**src/rtl/cs_y_fifo.sv**
```systemverilog
// Output buffer behind CS: discards the filter's warm-up samples, then queues Y into a
// synchronous FIFO with a valid/ready read port. Optional min/max tracking: CS_Y_STATS_EN.
module cs_y_fifo #(
   parameter int DW     = 10,
   parameter int DEPTH  = 16,
   parameter int AW     = 4,
   parameter int WARMUP = 8
) (
   input  logic          clk,
   input  logic          reset,
   input  logic [DW-1:0] y_in,
   output logic [DW-1:0] out_data,
   output logic          out_valid,
   input  logic          out_ready,
   output logic [AW:0]   level,
   output logic          warm,
   output logic          overflow
`ifdef CS_Y_STATS_EN
   ,
   output logic [DW-1:0] y_min,
   output logic [DW-1:0] y_max
`endif
);

   localparam int CW = $clog2(WARMUP + 1);

   logic [CW-1:0] wcnt;
   logic [AW:0]   wptr, rptr;
   logic [DW-1:0] mem [DEPTH];
   logic          full, empty;
   logic          push, pop, drop;

   // One extra pointer bit distinguishes full from empty when the low bits match.
   assign empty = (wptr == rptr);
   assign full  = (wptr[AW] != rptr[AW]) && (wptr[AW-1:0] == rptr[AW-1:0]);

   assign pop  = !empty && out_ready;
   assign push = warm && (!full || pop);
   assign drop = warm && full && !pop;

   assign out_valid = !empty;
   assign out_data  = empty ? '0 : mem[rptr[AW-1:0]];

   always_ff @(posedge clk or negedge reset) begin
      if (!reset) begin
         wcnt <= '0;
         warm <= 1'b0;
      end else if (!warm) begin
         wcnt <= wcnt + CW'(1);
         if (wcnt == CW'(WARMUP - 1))
            warm <= 1'b1;
      end
   end

   always_ff @(posedge clk or negedge reset) begin
      if (!reset) begin
         wptr     <= '0;
         rptr     <= '0;
         level    <= '0;
         overflow <= 1'b0;
      end else begin
         if (push)
            wptr <= wptr + (AW+1)'(1);
         if (pop)
            rptr <= rptr + (AW+1)'(1);
         level <= level + (AW+1)'(push) - (AW+1)'(pop);
         if (drop)
            overflow <= 1'b1;
      end
   end

   // Storage is not reset; out_data is masked to zero while empty instead.
   always_ff @(posedge clk) begin
      if (push)
         mem[wptr[AW-1:0]] <= y_in;
   end

`ifdef CS_Y_STATS_EN
   always_ff @(posedge clk or negedge reset) begin
      if (!reset) begin
         y_min <= '1;
         y_max <= '0;
      end else if (push) begin
         if (y_in < y_min)
            y_min <= y_in;
         if (y_in > y_max)
            y_max <= y_in;
      end
   end
`endif

endmodule

```
**config.mk**
```make
export PLATFORM = sky130hd
export DESIGN_NAME = cs_y_fifo
export DESIGN_NICKNAME = d
export VERILOG_FILES = /design/src/rtl/cs_y_fifo.sv
export SDC_FILE = /design/constraint.sdc
export NUM_CORES = 1
export LEC_CHECK = 0
export ABC_AREA = 1
export CAP_MARGIN = 10
export CORE_MARGIN = 1.5
export CORE_UTILIZATION = 40
export DETAILED_ROUTE_END_ITERATION = 16
export HOLD_SLACK_MARGIN = 0.03
export REMOVE_ABC_BUFFERS = 1
export SYNTH_ARGS = -nofsm -noshare
export SYNTH_HDL_FRONTEND = slang
export SYNTH_SLANG_ARGS = --single-unit
export TNS_END_PERCENT = 20
```
**constraint.sdc**
```tcl
create_clock -name clk -period 7.1 [get_ports clk]
set_clock_uncertainty 0.1 [all_clocks]
set_input_delay 0.71 -clock clk [delete_from_list [all_inputs] [get_ports clk]]
set_output_delay 0.71 -clock clk [all_outputs]
set_load 0.02 [all_outputs]
```
After elaboration in Yosys (flattened, before gate mapping)
Memory sizes are Yosys's and may differ from the RTL's.
Index checks and enable logic that the tools add are counted.
{"block": "classes", "addsub": 5, "n_eq_ne": 4, "muxes": 5, "reduce_logical": 9}
{"operator": "5-bit by 1-bit adder with 5-bit output, second input constant", "n": 2}
{"operator": "10-bit 2-to-1 mux", "n": 1}
{"operator": "5-bit by 1-bit adder with 5-bit output", "n": 1}
{"operator": "5-bit == test", "n": 1}
{"operator": "1-bit logical AND", "n": 5}
{"operator": "5-bit by 1-bit subtractor with 5-bit output", "n": 1}
{"operator": "4-bit by 1-bit adder with 4-bit output, second input constant", "n": 1}
{"operator": "4-bit by 3-bit == test with 1-bit output, second input constant", "n": 1}
{"operator": "4-bit == test", "n": 1}
{"operator": "1-bit 2-to-1 mux", "n": 4}
{"operator": "1-bit logical NOT", "n": 3}
{"operator": "1-bit logical OR", "n": 1}
{"operator": "1-bit inequality test", "n": 1}
{"block": "word_totals", "reg_bits": 21, "ram_bits": 160, "input_bits": 13, "output_inout_bits": 18, "elab_cells": 30, "memories": 1}
{"name": "mem", "words": 16, "width": 10, "rd": 1, "rd_clocked_by_memory_dff": 0, "write_ports": 1, "line": "29", "text": "logic [DW-1:0] mem [DEPTH];"}

Depth between registers and ports, before layout
{"block": "depth", "word_depth": 7, "mapped_depth": 13, "ltp_nobuf": 12}

Worst setup path after synthesis
No wires, ideal clock.
{"block": "synth_path", "path_kind": "register -> register", "from": "register rptr[1]", "to": "register level[4]", "setup_ps": 79, "arrival_time_ps": 2511, "required_ps": 6921, "setup_slack_ps": 4410, "path_stages_with_launch": 14, "n_path_buf": 1, "period_less_slack_ps": 2690, "path_cell_list": "dfrtp_1 > buf_6 > xor2_1 > nor2_2 > nand3_2 > nand2_2 > inv_1 > ha_1 > inv_1 > ha_1 > inv_1 > fa_1 > o21ai_0 > xor2_1"}
{"block": "synth_between", "elab_chain_len": 7, "elab_cells_between_ends": 10, "cone_classes": "add/sub (2); eq/ne (2); reduce/logical (6)"}
{"item": "start, declared", "line": "28", "text": "logic [AW:0] wptr, rptr;"}
{"item": "start signal, assigned", "line": "65", "text": "rptr <= rptr + (AW+1)'(1);"}
{"item": "5-bit == test *", "line": "34", "text": "assign empty = (wptr == rptr);"}
{"item": "1-bit logical NOT *"}
{"item": "named net out_valid", "line": "13", "text": "output logic out_valid,"}
{"item": "1-bit logical AND *", "line": "37", "text": "assign pop = !empty && out_ready;"}
{"item": "1-bit logical OR", "line": "38", "text": "assign push = warm && (!full || pop);"}
{"item": "1-bit logical AND", "line": "38"}
{"item": "5-bit by 1-bit adder with 5-bit output", "line": "66", "text": "level <= level + (AW+1)'(push) - (AW+1)'(pop);"}
{"item": "5-bit by 1-bit subtractor with 5-bit output *", "line": "66"}
{"item": "end signal, assigned", "line": "66"}
{"item": "end, declared", "line": "15", "text": "output logic [AW:0] level,"}
Mark *: on every way through the listed nets, which the timed path passes. The rest lies on a longest branch.
A chain may end at the register's enable or synchronous reset.

Worst setup path in the final report
{"block": "layout_path", "from": "register rptr[0]", "to": "output port out_data[2]"}
{"block": "layout_between", "elab_chain_len": 2, "elab_cells_between_ends": 3, "cone_classes": "eq/ne (1); mux (1); memory (1)"}
{"item": "memory read 16 x 10 bit / 5-bit == test (equally long branches)"}
{"item": "10-bit 2-to-1 mux *", "line": "42", "text": "assign out_data = empty ? '0 : mem[rptr[AW-1:0]];"}
{"item": "end, declared", "line": "12", "text": "output logic [DW-1:0] out_data,"}
Mark *: on every way between the ends. The rest lies on a longest branch, timed or not.

==> summary.txt <==
Timing
  • Peak Freq: roughly 230 MHz
  • Final clock period utilization by the worst path: roughly three fifths
  • Normalized max-slew margin: between 20 and 25%
  • Final Hold Fails: 0
  • Tightest Pin Transition: 1.16 ns
  • Setup violators final: 0
  • Total negative slack for setup checks: 0 ns
  • Max-slew violation count: 0
  • RSZ-0062 raised after global routing: false
  • Final critical-path required period: roughly 4.4 ns

Clock network
  • Deepest level of the CTS H-tree: 4
  • Number of hold buffers added after cts: 0
  • # clock sinks: roughly 180
  • Clk Tree Root Cell: sky130_fd_sc_hd__clkbuf_16
  • Clock Tree Buf Depth: 2
  • Number of buffers inserted during clock tree synthesis: 17
  • Post-CTS Setup Repair Bufs: 0
  • Clock transition at the registers of the reported paths: around 0.060 ns
  • CTS tree: built
  • Worst-skew pair later-pin latency: around 0.43 ns
  • Post-CTS Resized: 0

Logic synthesis
  • Number of standard cells after synthesis: roughly 830
  • Register bit total from synthesis: around 180
  • Number of distinct standard cells referenced by the synthesized netlist: 26
  • Post-synthesis sequential area ratio: between 60 and 70%
  • Async S/R FF share, synth: 11.6%
  • Most used flip-flop cell after synthesis: sky130_fd_sc_hd__edfxtp_1
  • Proportion of netlist area held by the largest area contributor: between 50% and 60%
  • Cell with the most instances after synthesis: sky130_fd_sc_hd__nand2_1
  • Library cell occupying the most area in the post-synthesis netlist: sky130_fd_sc_hd__edfxtp_1
  • Synth area leaders: sky130_fd_sc_hd__edfxtp_1, sky130_fd_sc_hd__nand2_1, sky130_fd_sc_hd__dfrtp_1, sky130_fd_sc_hd__inv_1, sky130_fd_sc_hd__nand3_1
  • Syn. warnings: 0
  • Leading cell types by count after synthesis: sky130_fd_sc_hd__nand2_1, sky130_fd_sc_hd__edfxtp_1, sky130_fd_sc_hd__inv_1
  • Post-synthesis instance area: just over 8000 µm²
  • Number of enable flip-flop cells after synthesis: 160
  • Synthesized area per cell: between 9 and 10 µm²

Power
  • Internal power summed over all cells: approximately 0.0025 W
  • Power Density: between 400 and 500 nW/µm²
  • Leakage power figure: just over 4 nW
  • Psw: ~0.0015 W
  • Clock Power Share: between 20% and 30%
  • Logic pwr share: 38.0%
  • Sw Share: 37.6%
  • Fraction of power consumed by sequential logic: a little under two fifths
  • Highest ir drop seen on vdd: 0.297 mV

Detailed routing
  • Vias/cell: ~4.7
  • Number of design-rule violations left by the first detailed-router iteration: 447
  • Drt first pass iters: 5
  • Post-DR wirelength/cell: approximately 15 µm
  • Final WL: ~17,000 µm
  • Antenna-violating nets left: 0
  • Number of vias after detailed routing: 5,291
  • DRC viols: 0

Floorplan
  • Num ports: 31
  • DIE AREA: between 20,000 and 25,000 µm²
  • Area of the core: 20,200 µm²
  • Initial standard-cell utilization of the core: 40.7%
  • Die extent in x: around 150 µm
  • Std cell rows: 52
  • Chip Height: between 100 and 150 µm

Place
  • Number of port buffers: 30
  • Estimated wirelength of the detail-placed design: around 10,000 µm
  • Placer congestion estimate: between 0.8 and 0.9
  • Placed Cells: about 1.1k

Global route
  • GRT Total Usage: ~17%
  • Maximum number of pins on one net before global-route repair: 71
  • Antenna violations before repair: 0
  • Via count of the first global-routing pass: 5,003
  • First-pass GRT wire length: 27,800 µm
  • Congestion Overflow GR: 0

Critical path
  • Cell count of the worst reg-to-reg path: 13
  • Crit path max-delay family: buffers and inverters
  • Data arrival at the endpoint of the critical path: approximately 3.6 ns
  • Critical path startpoint: rptr[0]$_DFFE_PN0N_
  • Required @ worst endpoint: 6.29 ns
  • Slowest cell on the critical path: sky130_fd_sc_hd__inv_2
  • Crit Path Category: register to output port
  • Stage delay of the slowest cell on the critical path: between 0.8 and 0.9 ns
  • Buffer and inverter count on the worst path: 3
  • Kind of launch point of the worst setup path: register
  • Crit-path cells: inv_2 > buf_4 > nand2_1 > nand2_1 > nand2_1 > nand3_1 > nand3_1 > a21oi_1 > clkdlybuf4s50_1
  • Critical R2R Launch: rptr[1]$_DFFE_PN0N_
  • CP endpoint kind: output port
  • Slack of the worst reg-to-reg path: roughly 3.8 ns
  • RR Endpoint: level[4]$_DFF_PN0_
  • Worst Path Max Fanout: between 60 and 70
  • Cell repeated most along the worst path: sky130_fd_sc_hd__nand2_1

Finish
  • Fraction of final layout cells sized beyond drive strength 1: just under 5%
  • Diodes inserted: 0
  • Total number of nets in the final design: ~870
  • Post-Layout Cell Count: roughly 1.1k
  • Filler Cell Count: roughly 1.9k
  • Area growth syn-to-layout: 13.3%

Worst hold path
  • Worst hold endpoint: wcnt[0]$_DFFE_PN0N_
  • Class of the most critical hold timing path: register to register
  • Start point of the worst hold path: wcnt[0]$_DFFE_PN0N_
  • Number of cells on the worst hold path: 1

Run
  • Max capacitance violation total: 0

Status
  • Result of the run: completed
[registers in the layout, indices dropped and copies added, names as in the netlist]
| signal | count |
|---|---|
| mem | 160 |
| level | 5 |
| rptr | 5 |
| wptr | 5 |
| wcnt | 4 |
| overflow | 1 |
| warm | 1 |
[power groups by stage]
stage / registers [W] / clock network [W] / logic (W)
2_1_floorplan: 0.00158 / 0 / 0.000923
3_3_place_gp: 0.00153 / 0 / 0.00152
3_5_place_dp: 0.00153 / 0 / 0.00153
4_1_cts: 0.00151 / 0.000991 / 0.00154
5_1_grt: 0.00153 / 0.00103 / 0.00170
6_report: 0.00151 / 0.000977 / 0.00152
[final cells by class]
cell class | instances | area [µm²] | share of cell area [%]
clock buffer | 17 | 425 | 4.58
clock inverter | 15 | 188 | 2.02
inverter | 132 | 495 | 5.33
multi-input combinational | 482 | 2190 | 23.5
sequential | 181 | 5330 | 57.4
tap | 270 | 338 | 3.63
timing repair buffer | 34 | 330 | 3.55
[through the flow]
stage                     setup WS (ns)  area [µm²]  utilization [%]  hold WS, ns  power (W)
after detailed placement           3.18        8680             43.0        0.385    0.00306
after CTS                          2.72        9300             46.1        0.407    0.00404
after global placement             3.21        8680             43.0        0.383    0.00305
after global routing               2.51        9300             46.1        0.425    0.00426
after floorplan                    3.03        8010                -        0.314    0.00250
final                              2.72        9300             46.1        0.400    0.00401
[how the worst max path moves through the flow]
stage,to,slack (ns),depth (start not counted)
finish,out_data[2],2.72,9
global route,out_data[0],2.51,9
CTS,out_data[2],2.72,9
detailed placement,out_data[2],3.18,9
global placement,out_data[2],3.21,9
floorplan,out_data[0],3.03,8
[cell usage in the layout (no fill, tap or decap), types with 3 or more instances in the layout]
| master | n |
|---|---|
| sky130_fd_sc_hd__a21oi_1 | 13 |
| sky130_fd_sc_hd__buf_4 | 4 |
| sky130_fd_sc_hd__bufinv_16 | 4 |
| sky130_fd_sc_hd__clkbuf_16 | 17 |
| sky130_fd_sc_hd__clkdlybuf4s50_1 | 30 |
| sky130_fd_sc_hd__clkinv_1 | 4 |
| sky130_fd_sc_hd__clkinv_2 | 3 |
| sky130_fd_sc_hd__clkinv_4 | 3 |
| sky130_fd_sc_hd__dfrtp_1 | 20 |
| sky130_fd_sc_hd__edfxtp_1 | 160 |
| sky130_fd_sc_hd__ha_1 | 11 |
| sky130_fd_sc_hd__inv_1 | 129 |
| sky130_fd_sc_hd__nand2_1 | 315 |
| sky130_fd_sc_hd__nand3_1 | 93 |
| sky130_fd_sc_hd__nor2_1 | 21 |
| sky130_fd_sc_hd__xnor2_1 | 6 |
| sky130_fd_sc_hd__xor2_1 | 11 |
[cell families after synthesis]
group | Yosys count | synth area share, %
AND/OR/NAND/NOR | 436 | 21.8
flip-flops | 181 | 64.9
XOR/XNOR | 17 | 1.81
adder cells (fa/ha/maj) | 12 | 1.92
AO/OA/AOI/OAI | 17 | 1.10
buffers and inverters | 166 | 8.40
[metal layers]
metal | vias to the layer above | track usage, % | part of all wire, %
met5 | - | 0 | 0
met4 | 0 | 4.34 | 0.97
met3 | 14 | 3.91 | 4.9
met2 | 116 | 27.4 | 48
met1 | 2500 | 23.7 | 46
li1 | 2661 | - | -
No activity file was read; power rests on OpenSTA's default activity.
